==> src/rtl/map_scan_mux.sv <==
// Registered N-channel display-map selector.
// Manual mode shows the selected map; scan mode rotates through all maps,
// dwelling DWELL cycles on each. hold freezes every piece of state.
module map_scan_mux #(
    parameter int unsigned WIDTH    = 7,
    parameter int unsigned CHANNELS = 4,
    parameter int unsigned SEL_W    = 2,
    parameter int unsigned DWELL    = 50000
) (
    input  logic                      clk,
    input  logic                      reset,
    input  logic [WIDTH*CHANNELS-1:0] maps,
    input  logic [SEL_W-1:0]          sel,
    input  logic                      scan_en,
    input  logic                      hold,
    output logic [WIDTH-1:0]          out,
    output logic [SEL_W-1:0]          cur_sel,
    output logic                      tick
);

    // Counter only ever reaches DWELL-1; the extra headroom keeps DWELL=1 legal.
    localparam int unsigned CntW = $clog2(DWELL + 1);

    typedef enum logic [0:0] {StManual, StScan} state_e;

    state_e              state_q, state_d;
    logic [CntW-1:0]     cnt_q, cnt_d;
    logic [SEL_W-1:0]    sel_q, sel_d;
    logic [WIDTH-1:0]    out_q, out_d;
    logic                tick_q, tick_d;
    logic                sel_valid;
    logic                dwell_done;
    logic [WIDTH-1:0]    map_arr [CHANNELS];

    // Unpack the flat map bus into one entry per channel.
    for (genvar k = 0; k < CHANNELS; k++) begin : g_unpack
        assign map_arr[k] = maps[k*WIDTH +: WIDTH];
    end

    assign sel_valid  = (32'(sel) < CHANNELS);
    assign dwell_done = (cnt_q == CntW'(DWELL - 1));

    // Next-state: mode transitions, dwell counting and channel selection.
    always_comb begin
        state_d = state_q;
        cnt_d   = cnt_q;
        sel_d   = sel_q;
        out_d   = out_q;
        tick_d  = 1'b0;
        if (!hold) begin
            unique case (state_q)
                StManual: begin
                    cnt_d = '0;
                    if (scan_en) begin
                        // Scanning resumes from the channel already on display.
                        state_d = StScan;
                    end else if (sel_valid) begin
                        sel_d = sel;
                    end
                end
                StScan: begin
                    if (!scan_en) begin
                        state_d = StManual;
                        cnt_d   = '0;
                        if (sel_valid) begin
                            sel_d = sel;
                        end
                    end else if (dwell_done) begin
                        cnt_d  = '0;
                        tick_d = 1'b1;
                        sel_d  = (sel_q == SEL_W'(CHANNELS - 1)) ? '0 : sel_q + 1'b1;
                    end else begin
                        cnt_d = cnt_q + 1'b1;
                    end
                end
                default: state_d = StManual;
            endcase
            // Reload every active edge so live map edits reach the display.
            out_d = map_arr[sel_d];
        end
    end

    // State register with synchronous reset.
    always_ff @(posedge clk) begin
        if (reset) begin
            state_q <= StManual;
            cnt_q   <= '0;
            sel_q   <= '0;
            out_q   <= '0;
            tick_q  <= 1'b0;
        end else begin
            state_q <= state_d;
            cnt_q   <= cnt_d;
            sel_q   <= sel_d;
            out_q   <= out_d;
            tick_q  <= tick_d;
        end
    end

    assign out     = out_q;
    assign cur_sel = sel_q;
    assign tick    = tick_q;

endmodule

==> config.mk <==
export PLATFORM = sky130hd
export DESIGN_NAME = map_scan_mux
export DESIGN_NICKNAME = d
export VERILOG_FILES = /design/src/rtl/map_scan_mux.sv
export SDC_FILE = /design/constraint.sdc
export NUM_CORES = 1
export LEC_CHECK = 0
export ABC_AREA = 1
export BUFFER_PORTS_ARGS = -buffer_cell sky130_fd_sc_hd__buf_2
export CAP_MARGIN = 10
export CORE_MARGIN = 2
export CORE_UTILIZATION = 57
export CTS_CLUSTER_DIAMETER = 200
export DETAILED_ROUTE_END_ITERATION = 6
export HOLD_SLACK_MARGIN = 0.08
export PLACE_DENSITY = 0.85
export SLEW_MARGIN = 20
export SYNTH_ARGS = -nofsm -noshare
export SYNTH_HDL_FRONTEND = slang
export SYNTH_SLANG_ARGS = --single-unit
==> constraint.sdc <==
create_clock -name clk -period 3.4 [get_ports clk]
set_input_delay 0.17 -clock clk [delete_from_list [all_inputs] [get_ports clk]]
set_output_delay 0.17 -clock clk [all_outputs]
set_load 0.1 [all_outputs]
## After elaboration in Yosys (flattened, before gate mapping)

Index checks and enable logic that the tools add are counted.

- RAM bits: 0
- Latch bits: 0
- Input port bits: 34
- Memory bits (read-only): 0
- Bits in registers: 27
- Output and inout port bits: 10
- Word-level logic and storage cells: 28
- Memories kept: 0

- Reduce and logical (&&, ||, !) cells: 1
- Divide/modulo/power cells: 0
- Magnitude comparators: 1
- Eq/ne operators: 2
- Bitwise operators: 3
- Add/subtract/negate cells: 2
- $mul: 0
- Shifts and indexed selects: 0
- Multiplexer cells: 14

Operators with widths:

| cell | number |
|---|---|
| two-way mux 16 bit | 2 |
| case mux 16 bit (2 select lines) | 1 |
| adder 16 x 1 -> 16 bit (second input constant) | 1 |
| == test 16 bit (second input constant) | 1 |
| binary-select mux 7 bit (select 2 bit) | 1 |
| two-way mux 7 bit | 2 |
| two-way mux 2 bit | 5 |
| case mux 2 bit (2 select lines) | 1 |
| OR reduction 4 bit | 1 |
| greater-or-equal comparator 3 bit (second input constant) | 1 |
| inverter 2 -> 3 bit | 1 |
| adder 2 x 1 -> 2 bit (second input constant) | 1 |
| == test 2 bit (second input constant) | 1 |
| two-way mux 1 bit | 2 |
| inverter 1 bit | 2 |

## Logic depth before layout (Yosys ltp)

Gate-level depths: netlist (run 1).

- Depth in word-level cells: 10
- Gate-level depth with buffers: 13
- Depth with buffers taken out: 13

## Worst setup path before layout (run 1)

Ideal clock, no wire load.

- Path kind: register to register
- Start: reg sel_q[0], in the netlist cur_sel[0]
- End: reg out_q[2], in the netlist out[2]
- Setup slack: 1.239 ns
- Data required time: 3.291 ns
- Period minus slack after synthesis: 2.161 ns
- Arrival time: 2.052 ns
- Buffers on the path: 1
- Library setup time: 0.109 ns
- Stages on the path, launching flop included: 12
- Cell sequence: dfxtp_1 ha_1 nor2_1 inv_1 nand4_1 nand3_4 buf_8 nand2_1 nand3_1 nand3_1 nand2_1 inv_1

- Word-level cells in the longest chain between the ends: 10
- Elaborated cells on any way between the ends: 12
- Those cells by class: add/sub (1); eq/ne (1); mux (9); bitwise (1)

Ends and longest elaborated chain:

| element | RTL line | source |
|---|---|---|
| from (decl) | 28 | `logic [SEL_W-1:0] sel_q, sel_d;` |
| from (signal assigned) | 94 | `sel_q <= sel_d;` |
| adder 2 x 1 -> 2 bit / == test 2 bit (equally long branches) | 71 | `sel_d = (sel_q == SEL_W'(CHANNELS - 1)) ? '0 : sel_q + 1'b1;` |
| two-way mux 2 bit | 71 |  |
| two-way mux 2 bit | 68 | `end else if (dwell_done) begin` |
| two-way mux 2 bit | 62 | `if (!scan_en) begin` |
| case mux 2 bit (2 select lines) (*) | 51 | `unique case (state_q)` |
| two-way mux 2 bit (*) | 50 | `if (!hold) begin` |
| inverter 2 -> 3 bit (implied by the code) (*) | 79 | `out_d = map_arr[sel_d];` |
| binary-select mux 7 bit (select 2 bit) (*) | 79 |  |
| two-way mux 7 bit (implied by the code) (*) (2 in a row) | 79 |  |
| to (signal assigned) | 95 | `out_q <= out_d;` |
| to (decl) | 29 | `logic [WIDTH-1:0] out_q, out_d;` |

Mark *: on every way between the ends. The rest lies on a longest branch, timed or not. The select of a mux whose other input is x is not followed.
A chain may end at the register's enable or synchronous reset.

## Final worst setup path (run 1)

- Start: reg cnt_q[0]
- End: reg out_q[0], in the netlist out[0]

- Word-level cells in the longest chain between the ends: 9

Ends and longest elaborated chain:

| element | RTL line | source |
|---|---|---|
| from (decl) | 27 | `logic [CntW-1:0] cnt_q, cnt_d;` |
| from (signal assigned) | 93 | `cnt_q <= cnt_d;` |
| == test 16 bit | 41 | `assign dwell_done = (cnt_q == CntW'(DWELL - 1));` |
| two-way mux 2 bit | 68 |  |
| two-way mux 2 bit | 62 |  |
| case mux 2 bit (2 select lines) | 51 |  |
| two-way mux 2 bit | 50 |  |
| inverter 2 -> 3 bit (implied by the code) | 79 |  |
| binary-select mux 7 bit (select 2 bit) | 79 |  |
| two-way mux 7 bit (implied by the code) (2 in a row) | 79 |  |

No other way between the ends. The select of a mux whose other input is x is not followed.

==> results of run 1 <==
metal layers:
layer	wire [um]	vias up	track usage, %
met5	0	-	0
met4	57	0	8.77
met3	195	5	2.18
met2	1770	57	43.7
met1	1620	717	26.6
li1	-	929	-
critical path, delay by kind of cell, from the launching register on:
kind	cells	cell delay [ns]
simple gates	11	1.10
flops	1	0.41
fa+ha+maj	1	0.22
worst paths after layout:
path / cells after the start / end
worst min register to register: 2 / cnt_q[14]$_SDFFE_PP0N_
worst min-delay path: 5 / out[6]$_SDFFE_PP0N_
worst max register to register: 12 / out[0]$_SDFFE_PP0N_
worst max-delay path: 12 / out[0]$_SDFFE_PP0N_
layout make-up:
cell class	instances	area [sq um]
Multi-Input combinational cell	194	966
Fill cell	258	851
Sequential cell	27	541
Timing Repair Buffer	44	225
Inverter	40	158
Tap cell	31	38.8
Clock buffer	4	26.3
Yosys cell counts, types with 2 or more instances:
| master | instances | area [sq um] |
|---|---|---|
| a211oi_1 | 3 | 22.5 |
| a21oi_1 | 9 | 45.0 |
| a221oi_1 | 2 | 17.5 |
| buf_4 | 2 | 15.0 |
| buf_6 | 2 | 22.5 |
| dfxtp_1 | 27 | 541 |
| ha_1 | 2 | 25.0 |
| inv_1 | 36 | 135 |
| inv_2 | 3 | 11.3 |
| nand2_1 | 71 | 267 |
| nand2_2 | 5 | 31.3 |
| nand3_1 | 32 | 160 |
| nand3_2 | 3 | 30.0 |
| nand4_1 | 2 | 12.5 |
| nor2_1 | 34 | 128 |
| nor2_2 | 6 | 37.5 |
| nor3_1 | 2 | 10.0 |
| nor3_2 | 2 | 20.0 |
| nor3b_1 | 2 | 15.0 |
| o21a_1 | 2 | 15.0 |
| o21ai_0 | 5 | 25.0 |
| o22ai_1 | 2 | 12.5 |
power breakdown:
| part | switching (mW) | internal [mW] | leakage [nW] | total (mW) |
|---|---|---|---|---|
| registers | 0.00792 | 0.328 | 0.220 | 0.336 |
| clock network | 0.0936 | 0.0461 | 0.0150 | 0.140 |
| logic | 0.147 | 0.0545 | 0.703 | 0.202 |
per-stage QoR:
step	instance area, sq um	instances	power [mW]	setup WS (ns)	utilization, %
2_1_floorplan	1730	268	0.506	1.24	-
3_3_place_gp	1920	335	0.542	1.67	68.4
3_5_place_dp	1920	335	0.543	1.62	68.4
4_1_cts	1940	339	0.677	1.60	69.3
5_1_grt	1950	340	0.716	1.41	69.7
6_report	1950	340	0.677	1.60	69.7
registers in the layout, indices dropped and copies added, names as in the netlist:
name	flops
state_q	1
out	7
cur_sel	2
tick	1
cnt_q	16
logic make-up after synthesis:
group | Yosys count | share of synthesized area (%)
simple gates | 165 | 44.6
compound gates | 25 | 8.92
xor+xnor | 2 | 1.02
fa+ha+maj | 2 | 1.45
flops | 27 | 31.3
buf+inv | 47 | 12.7
repair_timing:
item	4_1_cts	5_1_grt
endpoints found under the hold margin	0	1
setup buffers	0	0
gates resized for setup	0	0
hold buffers	0	1
==> reports/metrics.yaml, run 1 <==
critical_path:
  max_stage_delay_ns: 0.41
  crit_start: "cnt_q[0]$_SDFFE_PP0N_"
  start_kind: "flip-flop"
  crit_top_cell: "nand2_1"
  crit_slowest_cell: "dfxtp_1"
  timing.critical_path.fanout_max: 14
  cp_data_arrival_time_ns: 2.04
  critical_path_class: "reg -> reg"
  critPathRequiredTime_ns: 3.64
  path_cells: "ha_1 -> nand3_2 -> nor2_2 -> nand2_2 -> nand2_2 -> nand3_2 -> nand3_1 -> nand2_1 -> nand2_1 -> nand2_1 -> nand2_1 -> nand2_1"
  critPathCaptureType: "flip-flop"
  rr_startpoint: "cnt_q[0]$_SDFFE_PP0N_"
  setup.reg_to_reg.worst_slack_ns: 1.60
clock_network:
  max-clock-path-buffers: 2
  cts_max_level: 1
  cts.clk_slew.worst_paths_ns: 0.14
  clock_sink_count: 27
  total_clock_buffers_created_by_cts: 3
  tritoncts: "yes"
  clock_latency_ns: 0.33
  cts.root.buffer_cell: "clkbuf_4"
min_path:
  min_delay_src: "maps[20]"
  hp-class: "in -> reg"
timing:
  finalSetupViolations: 0
  report.final.slew_viol_count: 0
  timing_worst_slew_pin_value_ns: 0.493
  worst_hold_margin_ns: 0.114
  rsz0062_at_grt: "no"
  worst_slew_margin_rel_pct: 67.1
  final-hold-violation-count: 0
  timing.final.crit_period_ns: 1.80
  layout_worst_path_cycle_share_pct: 52.9
  maxClockFrequency_mhz: 556
  clock_skew_ns: 0.00381
  totalNegativeSetupSlack_ns: 0
routing:
  count_of_routing_violations_after_the_opening_detailed_route_iteration: 59
  final_antenna_violating_net_count: 0
  avgRoutedWirePerCell_um: 10.7
  drcViolationCount: 0
  detail_route.vias_per_cell: 5.02
  drt_pass1_iterations: 4
  route.vias.total: 1708
  route.final.wire_length_mm: 3.64
die:
  floorplan.die.width_um: 59.0
  initial_core_util_pct: 61.5
  io_pins: 44
  die_area_sq_mm: 0.00348
  number_of_rows_in_the_core_area: 19
  die_h_um: 59.0
  coreArea_sq_mm: 0.00281
run_status:
  run_status: "finished clean"
place:
  gp_congestion: 0.861
  numPortBuffers: 43
  dp_hpwl_mm: 2.83
synthesis:
  synthesis.nets: 304
  ff_latch_count_synth: 27
  post_synth.cell_area_avg_sq_um: 6.44
  asyncSetResetFlopFracSynth_pct: 0
  ys.warnings.count: 0
  netlist_area_sq_mm: 0.00173
  synth.yosys.seq_area_share_pct: 31.3
  post_synth_edffs: 0
  synth_ff_type: "dfxtp_1"
  synth_cells: 268
  ys_types: 36
final_layout:
  antenna-diode-count: 0
  layout-drive-gt1-share_pct: 23.0
  num-nets-final: 346
  mostFrequentLayoutCells: "71 x nand2_1, 43 x buf_2, 36 x inv_1, 34 x nor2_1, 32 x nand3_1"
  area_growth_pct: 13.3
  most_common_cell_after_layout_fill_and_taps_aside: "nand2_1"
global_route:
  grt.overflow.total: 0
  grt_max_degree: 16
  antenna_violations_before_repair: 0
  grt_use_total_pct: 23.1
  grt_pass1_wl_mm: 6.29
  grt_pass1_vias: 1553
pwr:
  power.density_mw_per_mm2: 346
  peak_supply_drop_mv: 0.265
  leakage_power_nw: 0.938
flow_run:
  cap_viol_max_count: 0
Note: power is estimated with default switching activity, not from simulation.
==> run 2, diff against run 1 <==
--- a/config.mk
+++ b/config.mk
@@ -9,11 +9,11 @@
 export BUFFER_PORTS_ARGS = -buffer_cell sky130_fd_sc_hd__buf_2
 export CAP_MARGIN = 10
 export CORE_MARGIN = 2
-export CORE_UTILIZATION = 57
+export CORE_UTILIZATION = 53
 export CTS_CLUSTER_DIAMETER = 200
 export DETAILED_ROUTE_END_ITERATION = 6
 export HOLD_SLACK_MARGIN = 0.08
-export PLACE_DENSITY = 0.85
+export PLACE_DENSITY = 0.8
 export SLEW_MARGIN = 20
 export SYNTH_ARGS = -nofsm -noshare
 export SYNTH_HDL_FRONTEND = slang
==> constraint.sdc (replaced) <==
create_clock -name clk -period 1.8 [get_ports clk]
set_input_delay 0.09 -clock clk [delete_from_list [all_inputs] [get_ports clk]]
set_output_delay 0.09 -clock clk [all_outputs]
set_load 0.1 [all_outputs]
==> run 2 against run 1 <==
First-iteration DRC count up 19%. Sequential share of layout area down 2.0 points. Critical path depth unchanged. Utilization down 0.12 points. Design area up 9.5%. Non-clock buffer count up 11. Clock power up 95%. Highest routed layer unchanged. Worst hold slack worse by 0.015 ns. Fmax up 9.8%.
==> reports/metrics.yaml, run 2 (synthesis gave the netlist of run 1 again) <==
run_status:
  run_status: "finished clean"  # unchanged
pwr:
  leakage_power_nw: 0.996  # was 0.938 nW
  peak_supply_drop_mv: 0.397  # was 0.265 mV
  power.density_mw_per_mm2: 618  # was 346 mW/mm^2
final_layout:
  num-nets-final: 357  # was 346
  largest-register: "cnt_q"  # unchanged
  final-instance-count-excl-fill: 364  # was 340
  final_area_sq_mm: 0.00214  # was 0.00195 sq mm
  layout-drive-gt1-share_pct: 27.2  # was 23.0%
  area_growth_pct: 24.1  # was 13.3%
  mostFrequentLayoutCells: "71 x nand2_1, 43 x buf_2, 36 x inv_1, 32 x nor2_1, 31 x nand3_1"  # was 71 x nand2_1, 43 x buf_2, 36 x inv_1, 34 x nor2_1, 32 x nand3_1
  most_common_cell_after_layout_fill_and_taps_aside: "nand2_1"  # unchanged
  antenna-diode-count: 0  # unchanged
  largest_register_ff_count: 16  # unchanged
routing:
  avgRoutedWirePerCell_um: 11.2  # was 10.7 um
  drcViolationCount: 0  # unchanged
  route.final.wire_length_mm: 4.07  # was 3.64 mm
  final_antenna_violating_net_count: 0  # unchanged
  detail_route.vias_per_cell: 4.95  # was 5.02
  count_of_routing_violations_after_the_opening_detailed_route_iteration: 70  # was 59
  route.vias.total: 1801  # was 1,708
  drt_pass1_iterations: 4  # unchanged
global_route:
  grt_use_total_pct: 23.1  # about the same
  grt_pass1_wl_mm: 6.44  # was 6.29 mm
  grt_max_degree: 16  # unchanged
  grt_pass1_vias: 1547  # was 1,553
  grt.overflow.total: 0  # unchanged
  antenna_violations_before_repair: 0  # unchanged
timing:
  worst_slew_margin_rel_pct: 67.1  # about the same
  maxClockFrequency_mhz: 611  # was 556 MHz
  post-route-worst-setup-slack_ns: 0.162  # was 1.60 ns
  timing.final.crit_period_ns: 1.64  # was 1.80 ns
  report.final.slew_viol_count: 0  # unchanged
  totalNegativeSetupSlack_ns: 0  # unchanged
  clock_skew_ns: 0.00136  # was 0.00381 ns
  layout_worst_path_cycle_share_pct: 91.0  # was 52.9%
  finalSetupViolations: 0  # unchanged
  timing_worst_slew_pin_value_ns: 0.497  # was 0.493 ns
  final-hold-violation-count: 0  # unchanged
place:
  gp_congestion: 0.830  # was 0.861
  dp_cells: 351  # was 335
  placedInstanceArea_sq_mm: 0.00197  # was 0.00192 sq mm
  numPortBuffers: 43  # unchanged
  dp_hpwl_mm: 2.94  # was 2.83 mm
  place_worst_setup_slack_ns: 0.0572  # was 1.62 ns
critical_path:
  crit_slowest_cell: "dfxtp_2"  # was dfxtp_1
  max_stage_delay_ns: 0.40  # was 0.41 ns
  critical_path_class: "reg -> reg"  # unchanged
  crit_top_cell: "nand2_2"  # was nand2_1
  critical_path.top_delay_family: "simple AND/OR/NAND/NOR gates"  # unchanged
  setup.reg_to_reg.worst_slack_ns: 0.16  # was 1.60 ns
  cp_num_cells: 12  # unchanged
  start_kind: "flip-flop"  # unchanged
  cp_num_buf_inv: 1  # was 0
  path_cells: "ha_4 -> nand3_4 -> nor2_4 -> nand2_2 -> nand2_2 -> nand2_1 -> nand2_2 -> nand2_4 -> nand3_1 -> nand3_1 -> nand2_1 -> inv_1"  # was ha_1 -> nand3_2 -> nor2_2 -> nand2_2 -> nand2_2 -> nand3_2 -> nand3_1 -> nand2_1 -> nand2_1 -> nand2_1 -> nand2_1 -> nand2_1
  timing.critical_path.fanout_max: 5  # was 14
  critPathRequiredTime_ns: 2.06  # was 3.64 ns
  critPathCaptureType: "flip-flop"  # unchanged
  cp_data_arrival_time_ns: 1.90  # was 2.04 ns
  r2r.worst_path.cells: 12  # unchanged
clock_network:
  cts.clk_slew.worst_paths_ns: 0.15  # was 0.14 ns
  max-clock-path-buffers: 2  # unchanged
  cts.root.buffer_cell: "clkbuf_4"  # unchanged
  clock_sink_count: 27  # unchanged
  clock_latency_ns: 0.34  # was 0.33 ns
  cts_max_level: 1  # unchanged
  total_clock_buffers_created_by_cts: 3  # unchanged
  tritoncts: "yes"  # unchanged
die:
  coreArea_sq_mm: 0.00308  # was 0.00281 sq mm
  die_h_um: 61.1  # was 59.0 um
  die_area_sq_mm: 0.00373  # was 0.00348 sq mm
  io_pins: 44  # unchanged
  initial_core_util_pct: 56.1  # was 61.5%
  floorplan.die.width_um: 61.1  # was 59.0 um
  number_of_rows_in_the_core_area: 20  # was 19
min_path:
  hp-class: "in -> reg"  # unchanged
  min_path_cells: 3  # was 5
flow_run:
  cap_viol_max_count: 0  # unchanged
run 2: final timing paths:
check,endpoint,from
min reg2reg,cnt_q[14]$_SDFFE_PP0N_,cnt_q[14]$_SDFFE_PP0N_
max,out[2]$_SDFFE_PP0N_,cnt_q[0]$_SDFFE_PP0N_
min,cnt_q[14]$_SDFFE_PP0N_,hold
max reg2reg,out[2]$_SDFFE_PP0N_,cnt_q[0]$_SDFFE_PP0N_
run 2: final cells by class:
type                       instances  area [sq um]
clock buffer                       3          22.5
clock inverter                     1          5.00
fill                             278           937
inverter                          40           158
multi-input combinational        194          1010
sequential                        27           549
tap                               44          55.1
timing repair buffer              55           338
run 2: metrics by stage:
stage	hold WS, ns	utilization (%)	power, mW
after floorplan	0.269	-	0.957
after global placement	0.370	64.1	1.04
after detailed placement	0.377	64.1	1.04
after CTS	0.0968	67.6	1.32
after global routing	0.0956	69.6	1.39
final	0.0997	69.6	1.32
run 2: report_power, final:
group          leakage, nW  internal (mW)  switching, mW  total [mW]
sequential           0.223          0.620         0.0150       0.635
clock               0.0177         0.0839          0.189       0.273
combinational        0.755          0.127          0.288       0.415
run 2: worst reg2reg max path, stage by stage, from the launching register on:
cell and delay [ns]:
dfxtp_2 0.40, ha_4 0.17, nand3_4 0.11, nor2_4 0.14, nand2_2 0.10, nand2_2 0.10, nand2_1 0.07, nand2_2 0.09
nand2_4 0.07, nand3_1 0.12, nand3_1 0.08, nand2_1 0.06, inv_1 0.03
run 2: metal layers:
layer  up-vias  track usage [%]  share of wire, %
li1        949                -                 -
met5         -                0                 0
met4         0             7.76               1.0
met1       805             26.5                44
met3         5             4.83               4.6
met2        42             42.2                50
run 2: what timing repair did:
action / CTS / global route
resized for setup: 0 / 14
hold buffers: 8 / 0
hold endpoints to repair: 6 / 0
buffers inserted: 0 / 1
setup endpoints to repair: 0 / 9
==> run 3, diff against run 2 <==
--- a/config.mk
+++ b/config.mk
@@ -10,10 +10,11 @@
 export CAP_MARGIN = 10
 export CORE_MARGIN = 2
 export CORE_UTILIZATION = 53
+export CTS_BUF_LIST = sky130_fd_sc_hd__clkbuf_16
 export CTS_CLUSTER_DIAMETER = 200
 export DETAILED_ROUTE_END_ITERATION = 6
 export HOLD_SLACK_MARGIN = 0.08
-export PLACE_DENSITY = 0.8
+export PLACE_DENSITY = 0.89
 export SLEW_MARGIN = 20
 export SYNTH_ARGS = -nofsm -noshare
 export SYNTH_HDL_FRONTEND = slang
==> run 3 against run 2 <==
Sequential share of layout area up 0.35 points. Critical endpoint is now cnt_q[15]$_SDFFE_PP0N_. Critical path type unchanged. First-iteration DRC count up 29%. Flip-flop and latch count unchanged. Combinational power down 4%. Largest power group unchanged. Worst setup slack worse by 0.019 ns.
==> reports/metrics.yaml, run 3 (synthesis gave the netlist of run 1 again) <==
min_path:
  min_path_cells: 2  # was 3
  min_delay_src: "reset"  # was hold
  worstHoldEndpoint: "cur_sel[1]$_SDFFE_PP0N_"  # was cnt_q[14]$_SDFFE_PP0N_
  hp-class: "in -> reg"  # unchanged
final_layout:
  final_core_util_pct: 68.5  # was 69.6%
  num-nets-final: 350  # was 357
  mostFrequentLayoutCells: "70 x nand2_1, 43 x buf_2, 36 x inv_1, 33 x nor2_1, 32 x nand3_1"  # was 71 x nand2_1, 43 x buf_2, 36 x inv_1, 32 x nor2_1, 31 x nand3_1
  most_common_cell_after_layout_fill_and_taps_aside: "nand2_1"  # unchanged
  final.fill_count: 276  # was 278
  largest_register_ff_count: 16  # unchanged
  final_area_sq_mm: 0.00211  # was 0.00214 sq mm
  antenna-diode-count: 0  # unchanged
  final-instance-count-excl-fill: 357  # was 364
  largest-register: "cnt_q"  # unchanged
  layout-drive-gt1-share_pct: 27.2  # about the same
  area_growth_pct: 22.1  # was 24.1%
run_status:
  run_status: "finished clean"  # unchanged
die:
  number_of_rows_in_the_core_area: 20  # unchanged
  coreArea_sq_mm: 0.00308  # unchanged
  floorplan.die.width_um: 61.1  # unchanged
  die_area_sq_mm: 0.00373  # unchanged
  die_h_um: 61.1  # unchanged
  io_pins: 44  # unchanged
  initial_core_util_pct: 56.1  # unchanged
critical_path:
  cp_data_arrival_time_ns: 1.82  # was 1.90 ns
  critPathCaptureType: "flip-flop"  # unchanged
  setup.reg_to_reg.worst_slack_ns: 0.14  # was 0.16 ns
  critPathRequiredTime_ns: 1.96  # was 2.06 ns
  worstReg2RegEnd: "cnt_q[15]$_SDFFE_PP0N_"  # was out[2]$_SDFFE_PP0N_
  r2r.worst_path.cells: 8  # was 12
  critical_path_class: "reg -> reg"  # unchanged
  rr_startpoint: "cnt_q[3]$_SDFFE_PP0N_"  # was cnt_q[0]$_SDFFE_PP0N_
  start_kind: "flip-flop"  # unchanged
  crit_start: "cnt_q[3]$_SDFFE_PP0N_"  # was cnt_q[0]$_SDFFE_PP0N_
  timing.critical_path.fanout_max: 5  # unchanged
routing:
  avgRoutedWirePerCell_um: 11.7  # was 11.2 um
  route.final.wire_length_mm: 4.17  # was 4.07 mm
  detail_route.vias_per_cell: 5.09  # was 4.95
  drcViolationCount: 0  # unchanged
  drt_pass1_iterations: 4  # unchanged
  count_of_routing_violations_after_the_opening_detailed_route_iteration: 90  # was 70
  final_antenna_violating_net_count: 0  # unchanged
  route.vias.total: 1818  # was 1,801
clock_network:
  clock_latency_ns: 0.26  # was 0.34 ns
  tritoncts: "yes"  # unchanged
  ctsHoldBuffers: 0  # was 8
  max-clock-path-buffers: 2  # unchanged
  cts.root.buffer_cell: "clkbuf_16"  # was clkbuf_4
  total_clock_buffers_created_by_cts: 3  # unchanged
  cts_max_level: 1  # unchanged
  clock_sink_count: 27  # unchanged
  cts.clk_slew.worst_paths_ns: 0.07  # was 0.15 ns
global_route:
  grt_pass1_wl_mm: 6.66  # was 6.44 mm
  grt_pass1_vias: 1660  # was 1,547
  grt.overflow.total: 0  # unchanged
  grt_max_degree: 16  # unchanged
  grt_use_total_pct: 23.6  # was 23.1%
  antenna_violations_before_repair: 0  # unchanged
timing:
  totalNegativeSetupSlack_ns: 0  # unchanged
  timing_worst_slew_pin_value_ns: 0.488  # was 0.497 ns
  final-hold-violation-count: 0  # unchanged
  maxClockFrequency_mhz: 604  # was 611 MHz
  finalSetupViolations: 0  # unchanged
  clock_skew_ns: 0.00213  # was 0.00136 ns
  layout_worst_path_cycle_share_pct: 92.0  # was 91.0%
  worst_slew_margin_rel_pct: 67.7  # was 67.1%
  rsz0062_at_grt: "yes"
  timing.final.crit_period_ns: 1.66  # was 1.64 ns
  report.final.slew_viol_count: 0  # unchanged
place:
  dp_hpwl_mm: 3.07  # was 2.94 mm
  dp_cells: 352  # was 351
  gp_congestion: 0.851  # was 0.830
  placedInstanceArea_sq_mm: 0.00197  # about the same
  numPortBuffers: 43  # unchanged
flow_run:
  cap_viol_max_count: 0  # unchanged
pwr:
  overall_power_of_the_completed_layout_mw: 1.55  # was 1.32 mW
  leakage_power_nw: 0.985  # was 0.996 nW
  peak_supply_drop_mv: 0.480  # was 0.397 mV
  power.density_mw_per_mm2: 735  # was 618 mW/mm^2
run 3: cell types whose count changed in the layout (fill, tap and decap cells not counted), moves of 2 or more:
cell	previous run	this run
buf_4	3	5
clkbuf_16	0	3
clkbuf_4	3	0
dfxtp_1	20	23
dfxtp_2	7	3
dlygate4sd3_1	8	0
run 3: where the power goes:
part / internal, mW / leakage (nW) / switching (mW) / total (mW)
clock: 0.300 / 0.0409 / 0.216 / 0.516
combinational: 0.114 / 0.723 / 0.285 / 0.399
sequential: 0.619 / 0.222 / 0.0154 / 0.634
run 3: stage by stage:
| step | hold WS [ns] | setup WS (ns) |
|---|---|---|
| after detailed placement | 0.388 | 0.0157 |
| after floorplan | 0.269 | 0.0306 |
| after CTS | 0.100 | 0.00163 |
| final | 0.102 | 0.144 |
| after global routing | 0.114 | -0.0383 |
| after global placement | 0.366 | 0.116 |
run 3: what timing repair did:
item	CTS	global route
setup endpoints to repair	1	9
pin swaps	1	1
resized for setup	1	11
buffers inserted	1	0
run 3: worst max-delay path, cell delays in order, from the launching register on:
cell and delay (ns):
dfxtp_1 0.46, nand2_1 0.13, nor2_2 0.14, nand2_1 0.13
nor3_2 0.25, nand2_1 0.14, nor2_1 0.15, a21oi_1 0.08
o21a_1 0.10
run 3: how the worst max path moves through the flow:
stage	endpoint	slack [ns]	cells past startpoint
floorplan	out[2]$_SDFFE_PP0N_	0.03	11
global placement	out[6]$_SDFFE_PP0N_	0.12	12
detailed placement	out[6]$_SDFFE_PP0N_	0.02	12
CTS	out[6]$_SDFFE_PP0N_	0.002	11
global route	cnt_q[15]$_SDFFE_PP0N_	-0.04	8
finish	cnt_q[15]$_SDFFE_PP0N_	0.14	8
run 3: layout make-up:
cell class	count	area, sq um	share of cell area (%)
Clock inverter	1	5.00	0.238
Multi-Input combinational cell	194	1010	48.1
Inverter	40	158	7.48
Tap cell	44	55.1	2.61
Sequential cell	27	548	26.0
Timing Repair Buffer	48	253	12.0
Clock buffer	3	75.1	3.56
run 3: layer usage:
metal	up-vias	part of all wire (%)	track usage, %
met5	-	0	0
met4	0	1.4	7.45
met3	7	5.4	3.36
met2	61	51	44.2
met1	810	42	27.2
li1	940	-	-
